**src/rtl/dht11_scheduler.sv**
```systemverilog
// Arbitrates periodic/manual DHT11 triggers, enforces the sensor rest interval and watchdogs each transaction.
// Optional DHT11_SCHED_RETRY_EN: re-triggers a timed-out transaction up to MAX_TENTATIVAS times before flagging an error.
module dht11_scheduler #(
    parameter int PERIODO        = 100000000,
    parameter int INTERVALO_MIN  = 50000000,
    parameter int TIMEOUT        = 25000000,
    parameter int MAX_TENTATIVAS = 3
) (
    input  logic       clock,
    input  logic       reset,
    input  logic       habilita,
    input  logic       medir_manual,
    input  logic       pronto_medida,
    output logic       medir_dht11,
    output logic       reset_interface,
    output logic       ocupado,
    output logic       pronto,
    output logic       erro_timeout,
    output logic [7:0] contagem_falhas,
    output logic       fonte_ultima,
    output logic [2:0] db_estado
);

    localparam int CNT_MAX = (TIMEOUT > INTERVALO_MIN) ? TIMEOUT : INTERVALO_MIN;
    localparam int CW      = $clog2(CNT_MAX + 1);
    localparam int PW      = $clog2(PERIODO + 1);
    localparam logic [CW-1:0] TIMEOUT_FIM   = CW'(TIMEOUT - 1);
    localparam logic [CW-1:0] INTERVALO_FIM = CW'(INTERVALO_MIN - 1);
    localparam logic [PW-1:0] PERIODO_FIM   = PW'(PERIODO - 1);

    typedef enum logic [2:0] {
        OCIOSO    = 3'd0,
        DISPARA   = 3'd1,
        AGUARDA   = 3'd2,
        SUCESSO   = 3'd3,
        FALHA     = 3'd4,
        INTERVALO = 3'd5
    } estado_t;

    estado_t       estado_q, estado_d;
    logic [PW-1:0] per_q, per_d;
    logic [CW-1:0] cnt_q, cnt_d;
    logic          pend_man_q, pend_man_d;
    logic          pend_per_q, pend_per_d;
    logic          fonte_q, fonte_d;
    logic          erro_q, erro_d;
    logic [7:0]    falhas_q, falhas_d;
    logic          expira;
    logic          consome_man, consome_per;

`ifdef DHT11_SCHED_RETRY_EN
    localparam int TW = (MAX_TENTATIVAS > 0) ? $clog2(MAX_TENTATIVAS + 1) : 1;
    logic [TW-1:0] tent_q, tent_d;
    logic          retry_q, retry_d;

    always_ff @(posedge clock or posedge reset) begin
        if (reset) begin
            tent_q  <= '0;
            retry_q <= 1'b0;
        end else begin
            tent_q  <= tent_d;
            retry_q <= retry_d;
        end
    end
`else
    localparam int unused_max_tentativas = MAX_TENTATIVAS;
`endif

    // Free-running period timer, independent of the transaction FSM
    assign expira = habilita && (per_q == PERIODO_FIM);
    assign per_d  = (!habilita || expira) ? '0 : per_q + 1'b1;

    // A flag consumed this cycle swallows any request arriving in the same cycle
    assign consome_man = (estado_q == OCIOSO) && pend_man_q;
    assign consome_per = (estado_q == OCIOSO) && !pend_man_q && pend_per_q;
    assign pend_man_d  = consome_man ? 1'b0 : (pend_man_q | medir_manual);
    assign pend_per_d  = consome_per ? 1'b0 : (pend_per_q | expira);

    always_ff @(posedge clock or posedge reset) begin
        if (reset) begin
            estado_q   <= OCIOSO;
            per_q      <= '0;
            cnt_q      <= '0;
            pend_man_q <= 1'b0;
            pend_per_q <= 1'b0;
            fonte_q    <= 1'b0;
            erro_q     <= 1'b0;
            falhas_q   <= '0;
        end else begin
            estado_q   <= estado_d;
            per_q      <= per_d;
            cnt_q      <= cnt_d;
            pend_man_q <= pend_man_d;
            pend_per_q <= pend_per_d;
            fonte_q    <= fonte_d;
            erro_q     <= erro_d;
            falhas_q   <= falhas_d;
        end
    end

    always_comb begin
        estado_d = estado_q;
        cnt_d    = cnt_q;
        fonte_d  = fonte_q;
        erro_d   = erro_q;
        falhas_d = falhas_q;
`ifdef DHT11_SCHED_RETRY_EN
        tent_d   = tent_q;
        retry_d  = retry_q;
`endif
        case (estado_q)
            OCIOSO: begin
                if (pend_man_q) begin
                    estado_d = DISPARA;
                    fonte_d  = 1'b1;
                end else if (pend_per_q) begin
                    estado_d = DISPARA;
                    fonte_d  = 1'b0;
                end
            end
            DISPARA: begin
                cnt_d    = '0;
                estado_d = AGUARDA;
            end
            AGUARDA: begin
                // Completion beats timeout when both land on the same cycle
                if (pronto_medida) begin
                    estado_d = SUCESSO;
                end else if (cnt_q == TIMEOUT_FIM) begin
                    estado_d = FALHA;
                end else begin
                    cnt_d = cnt_q + 1'b1;
                end
            end
            SUCESSO: begin
                erro_d   = 1'b0;
                cnt_d    = '0;
                estado_d = INTERVALO;
`ifdef DHT11_SCHED_RETRY_EN
                tent_d   = '0;
`endif
            end
            FALHA: begin
                if (falhas_q != 8'hFF) falhas_d = falhas_q + 8'd1;
                cnt_d    = '0;
                estado_d = INTERVALO;
`ifdef DHT11_SCHED_RETRY_EN
                if (tent_q < TW'(MAX_TENTATIVAS)) begin
                    tent_d  = tent_q + 1'b1;
                    retry_d = 1'b1;
                end else begin
                    tent_d  = '0;
                    erro_d  = 1'b1;
                end
`else
                erro_d   = 1'b1;
`endif
            end
            INTERVALO: begin
                if (cnt_q == INTERVALO_FIM) begin
                    cnt_d    = '0;
                    estado_d = OCIOSO;
`ifdef DHT11_SCHED_RETRY_EN
                    if (retry_q) begin
                        estado_d = DISPARA;
                        retry_d  = 1'b0;
                    end
`endif
                end else begin
                    cnt_d = cnt_q + 1'b1;
                end
            end
            default: estado_d = OCIOSO;
        endcase
    end

    assign medir_dht11     = (estado_q == DISPARA);
    assign reset_interface = (estado_q == FALHA);
    assign pronto          = (estado_q == SUCESSO);
    assign ocupado         = (estado_q != OCIOSO);
    assign erro_timeout    = erro_q;
    assign contagem_falhas = falhas_q;
    assign fonte_ultima    = fonte_q;
    assign db_estado       = estado_q;

endmodule

```
**config.mk**
```make
export PLATFORM = sky130hd
export DESIGN_NAME = dht11_scheduler
export DESIGN_NICKNAME = d
export VERILOG_FILES = /design/src/rtl/dht11_scheduler.sv
export SDC_FILE = /design/constraint.sdc
export NUM_CORES = 1
export LEC_CHECK = 0
export CAP_MARGIN = 0
export CORE_MARGIN = 2
export CORE_UTILIZATION = 42
export DETAILED_ROUTE_END_ITERATION = 10
export GPL_ROUTABILITY_DRIVEN = 0
export GPL_TIMING_DRIVEN = 0
export PLACE_DENSITY = 0.63
export SETUP_SLACK_MARGIN = 0.15
export SLEW_MARGIN = 20
export SYNTH_ARGS = -nofsm -noshare
export SYNTH_HDL_FRONTEND = slang
export SYNTH_SLANG_ARGS = --single-unit
```
**constraint.sdc**
```tcl
create_clock -name clock -period 3.05 [get_ports clock]
set_input_delay 0.915 -clock clock [delete_from_list [all_inputs] [get_ports clock]]
set_output_delay 0.915 -clock clock [all_outputs]
set_load 0.02 [all_outputs]
```
==> results of run 1 <==
-- registers in the layout, indices dropped and copies added, names as in the netlist --
| register | flops |
|---|---|
| per_q | 27 |
| db_estado | 3 |
| erro_timeout | 1 |
| pend_per_q | 1 |
| contagem_falhas | 8 |
| pend_man_q | 1 |
| fonte_ultima | 1 |
| cnt_q | 26 |
-- what timing repair did --
action,CTS,global route
hold buffers,0,0
resized for setup,4,3
endpoints found under the hold margin,0,0
endpoints found under the setup margin,4,3
-- routing by layer --
layer / GRT usage (%) / vias up / part of all wire, %
met5: 0 / - / 0
li1: - / 1506 / -
met4: 4.95 / 0 / 0.91
met1: 24.3 / 1394 / 50
met3: 4.40 / 5 / 2.3
met2: 28.1 / 30 / 47
-- through the flow --
step	utilization (%)	setup TNS, ns	power [mW]	setup WS [ns]	cell area (um2)
after floorplan	-	0	1.70	0.423	3780
after global placement	47.3	-55.03	2.01	-0.812	4120
after detailed placement	47.6	0	2.03	0.122	4150
after CTS	50.5	0	2.97	0.153	4410
after global routing	50.6	0	3.10	0.179	4410
final	50.6	0	2.93	0.285	4410
-- worst max-delay path, cell delays in order (launching register included) --
cell and delay (ns):
dfrtp_2 0.44, buf_1 0.41, nor2_1 0.10, clkdlybuf4s50_1 0.55
-- how the worst max path moves through the flow --
stage,startpoint,to,slack (ns),cells after the start
6_report,db_estado[2],pronto,0.28,3
5_1_grt,db_estado[1],pronto,0.18,4
4_1_cts,db_estado[1],medir_dht11,0.15,5
3_5_place_dp,pronto_medida,cnt_q[23],0.12,6
3_3_place_gp,reset,cnt_q[18],-0.81,2
2_1_floorplan,reset,cnt_q[0],0.42,1
-- layout by cell type, fill, tap and decap left out, types with 12 or more instances in the layout --
cell             netlist  routed
clkdlybuf4s50_1        0      18
dfrtp_1               68      67
inv_1                 13      12
nand2_1               37      37
nand3_1               18      18
nand4_1               12      12
nor2_1                66      65
nor3_1                13      13
nor4_1                12      12
xnor2_1               36      36
-- cell families (layout without fill, tap and decap cells) --
group / Yosys count / after routing / share of synthesized area [%]
simple gates: 213 / 213 / 30.6
buf+inv: 26 / 64 / 3.11
xor+xnor: 46 / 46 / 10.7
mux: 4 / 4 / 1.19
fa+ha+maj: 3 / 3 / 0.994
compound gates: 46 / 46 / 8.38
flops: 68 / 68 / 45.1
-- area by class of cell --
type,count,area (um2),area share [%]
multi-input combinational,312,1960,44.4
sequential,68,1700,38.6
timing repair buffer,22,245,5.56
tap,108,135,3.06
clock buffer,9,124,2.81
clock inverter,7,124,2.81
buffer,13,71.3,1.62
inverter,13,51.3,1.16
-- power groups by stage --
stage	registers, mW	clock network, mW	logic [mW]
floorplan	1.17	0	0.527
global placement	1.12	0	0.886
detailed placement	1.13	0	0.902
CTS	1.11	0.945	0.913
global route	1.13	0.979	0.986
finish	1.11	0.924	0.896
==> flow_summary.ini, run 1 <==
[outcome]
status = completed

[cts]
cts_htree_levels = 3
clockBufferDepth = 2
path_clk_slew_ns = 0.08
cts_buffers = 9
cts_root_buffer = clkbuf_8
cts_tree = built
clock-sinks = 68
clk_latency_ns = 0.35
post_cts_buffers = 0

[setup_path]
reg2reg_from = cnt_q[0]
worstPathRequired_ns = 2.13
reg2regPathDepth = 6
worstReg2RegEnd = cnt_q[0]
path_class = reg2out
r2r_slack_ns = 0.58
crit_arrival_ns = 1.85
crit_fanout = 10
worst_setup_path_start_kind = flop
endpoint_kind = output port

[timing]
slew_violations = 0
fin_crit_ns = 2.77
fin_crit_sh_pct = 90.7
skew_ns = 0.0130
slew_headroom_pct = 54.0
finalSetupViolCount = 0
rsz0062_at_grt = false
max_clock_freq_ghz = 0.362
worst_slew_pin_slew_ns = 0.686
hold_slack_ns = 0.505
hold_viol_final = 0

[power_and_ir_drop]
ir_drop_mv = 0.559
power_frac_seq_pct = 37.9
pwr_density_cell_nw_per_um2 = 664
p_int_mw = 1.91
comb_power_share_pct = 30.6
switching_power_mw = 1.02
p_leak_nw = 1.73
p_sw_share_pct = 34.8
clockPowerShare_pct = 31.5

[synth]
synthCells = 406
synth_nets = 414
synth_area_leaders = dfrtp_1 (45%), xnor2_1 (8.3%), nor2_1 (6.6%)
synth_seq_cells = 68
synth.distinct_cells = 61
ys_top_cells_by_count = dfrtp_1 (68), nor2_1 (66), nand2_1 (37)
synth_top_area_share_pct = 45.1
yosysMostFrequentCell = dfrtp_1
synth_top_cell_by_area = dfrtp_1
ys_seq_area_share_pct = 45.1
synth_area_um2 = 3780
async_flop_share_pct = 100
yosys_most_used_dff = dfrtp_1
yosysWarnings = 0
synth_area_per_cell_um2 = 9.30
synth_enable_flop_cells = 0

[global_routing]
grt_pass1_wl_mm = 14.2
gr-usage-all-layers_pct = 17.7
first_global_vias = 2962
antenna_found_initial = 0
grt_overflow = 0
grt_max_degree = 52

[detailed_routing]
drcViolationCount = 0
final_antenna_net_count = 0
drtPass1Iterations = 4
routed_wl_mm = 7.92
routed_via_density = 5.32
num_vias = 2935
routedWlPerCell_um = 14.3
drt-initial-drc-count = 117

[min_path]
hold_end = contagem_falhas[5]
worst_hold_path_type = reg2reg
hp-start = contagem_falhas[5]
worstHoldPathCells = 1

[floorplan]
dieHeight_um = 98.8
io_pins = 22
die_w_um = 98.8
core_region_area_um2 = 8720
rows = 34
dieArea_um2 = 9770
initial_core_util_pct = 43.3

[finish]
instances_no_fill = 552
n_antenna_cell = 0
syn_to_final_growth_pct = 16.9
fin_nets = 447
layout-drive-gt1-share_pct = 11.9
num-fill-cells = 811

[placement]
hpwl_mm = 5.60
port_buffers = 21
placed_cells = 536

[flow_run]
maxCapViolCount = 0
Note: power is estimated with default switching activity, not from simulation.
==> inputs of run 2 (changes only) <==
clock period = 3.48 ns   (was 3.05 ns; I/O delays follow)
==> flow_summary.ini, run 2 (synthesis gave the netlist of run 1 again) <==
[outcome]
status = completed

[timing]
hold_viol_final = 0
worst_slew_pin_slew_ns = 0.699
slew_headroom_pct = 53.1
finalSetupViolCount = 0
fin_crit_sh_pct = 89.1
slew_violations = 0
timing.setup.tns_ns = 0
fin_crit_ns = 3.10
skew_ns = 0.0124
rsz0062_at_grt = false
fin_ws_ns = 0.379
max_clock_freq_ghz = 0.322

[finish]
largest_reg_flops = 27
n_antenna_cell = 0
final_cell_mix = dfrtp_1 (68), nor2_1 (66), nand2_1 (37)
final_util_pct = 50.4
instances_no_fill = 552
fin_nets = 447
layout-drive-gt1-share_pct = 11.0
max_flop_register = per_q
final_common_cell = dfrtp_1
syn_to_final_growth_pct = 16.5

[detailed_routing]
drcViolationCount = 0
drtPass1Iterations = 4
final_antenna_net_count = 0
routed_wl_mm = 7.92
num_vias = 2944
drt-initial-drc-count = 117
routedWlPerCell_um = 14.4
routed_via_density = 5.33

[global_routing]
antenna_found_initial = 0
gr-usage-all-layers_pct = 17.7
grt_pass1_wl_mm = 14.2
grt_overflow = 0
use_met2_pct = 28.1
use_met3_pct = 4.40
busiest_layer = met2
first_global_vias = 2962
grt_max_degree = 52
met1_usage_pct = 24.3

[min_path]
worst_hold_path_type = reg2reg

[cts]
cts_htree_levels = 3
cts_resized = 0
cts_root_buffer = clkbuf_8
clockBufferDepth = 2
clk_latency_ns = 0.35
clock-sinks = 68
postCtsHoldBufs = 0
path_clk_slew_ns = 0.07
post_cts_buffers = 0
cts_buffers = 9
cts_tree = built

[floorplan]
io_pins = 22
dieHeight_um = 98.8
core_region_area_um2 = 8720
die_w_um = 98.8
initial_core_util_pct = 43.3
dieArea_um2 = 9770
rows = 34

[setup_path]
r2r_slack_ns = 0.98
crit_chain = or2_2, nor2_1, inv_1, clkdlybuf4s50_1
endpoint_kind = output port
reg2reg_from = cnt_q[0]
worst_setup_path_start_kind = flop
crit_fanout = 8
path_depth = 4
worstPathRequired_ns = 2.44
reg2regPathDepth = 6
worstReg2RegEnd = cnt_q[0]
cp_top_family = buffers and inverters
critPathLaunch = db_estado[2]
endpoint = ocupado
max_stage_delay_ns = 0.55
path_buf_inv = 2
crit_arrival_ns = 2.06
slowest_stage = clkdlybuf4s50_1
path_class = reg2out

[power_and_ir_drop]
ir_drop_mv = 0.490
power_mw = 2.57
pwr_density_cell_nw_per_um2 = 584
p_leak_nw = 1.69

[placement]
hpwl_mm = 5.60
port_buffers = 21
placed_cells = 536
pre_cts_slack_ns = 0.423

[flow_run]
maxCapViolCount = 0
==> run 2: changes by cell type in the layout (fill, tap and decap cells not counted) <==
cell             change
dfrtp_1              +1
clkdlybuf4s50_1      +3
nor2_2               -1
nor2_1               +1
clkbuf_1             +2
dfrtp_2              -1
clkbuf_2             -2
dlymetal6s2s_1       -3
==> run 2: worst min-delay path by stage <==
stage                        from            endpoint  slack, ns  cells after the start
2_1_floorplan            per_q[0]            per_q[0]       0.47                      1
3_3_place_gp   contagem_falhas[5]  contagem_falhas[5]       0.48                      1
3_5_place_dp   contagem_falhas[5]  contagem_falhas[5]       0.49                      1
4_1_cts        contagem_falhas[5]  contagem_falhas[5]       0.50                      1
5_1_grt        contagem_falhas[7]  contagem_falhas[7]       0.53                      1
6_report       contagem_falhas[5]  contagem_falhas[5]       0.51                      1
==> run 2: metrics by stage <==
step | instance area [um2] | hold slack (ns)
global route | 4400 | 0.534
finish | 4400 | 0.505
detailed placement | 4150 | 0.494
global placement | 4120 | 0.478
CTS | 4400 | 0.504
floorplan | 3780 | 0.469
==> run 2: cell type report <==
class                           instances  area (um2)
Fill cell                             812        4320
Timing Repair Buffer                   22         238
Clock buffer                            9         124
Multi-Input combinational cell        312        1960
Clock inverter                          7         124
Sequential cell                        68        1700
Inverter                               13        51.3
Tap cell                              108         135
Buffer                                 13        68.8
==> run 2: per-layer routing <==
metal,up-vias,wire (um)
met3,5,189
met2,30,3730
met5,-,0
li1,1509,-
met1,1400,3930
met4,0,72
==> run 2: power by group <==
group | internal [mW] | switching (mW) | leakage (nW)
clock network | 0.481 | 0.329 | 0.120
logic | 0.326 | 0.459 | 0.653
registers | 0.865 | 0.108 | 0.921
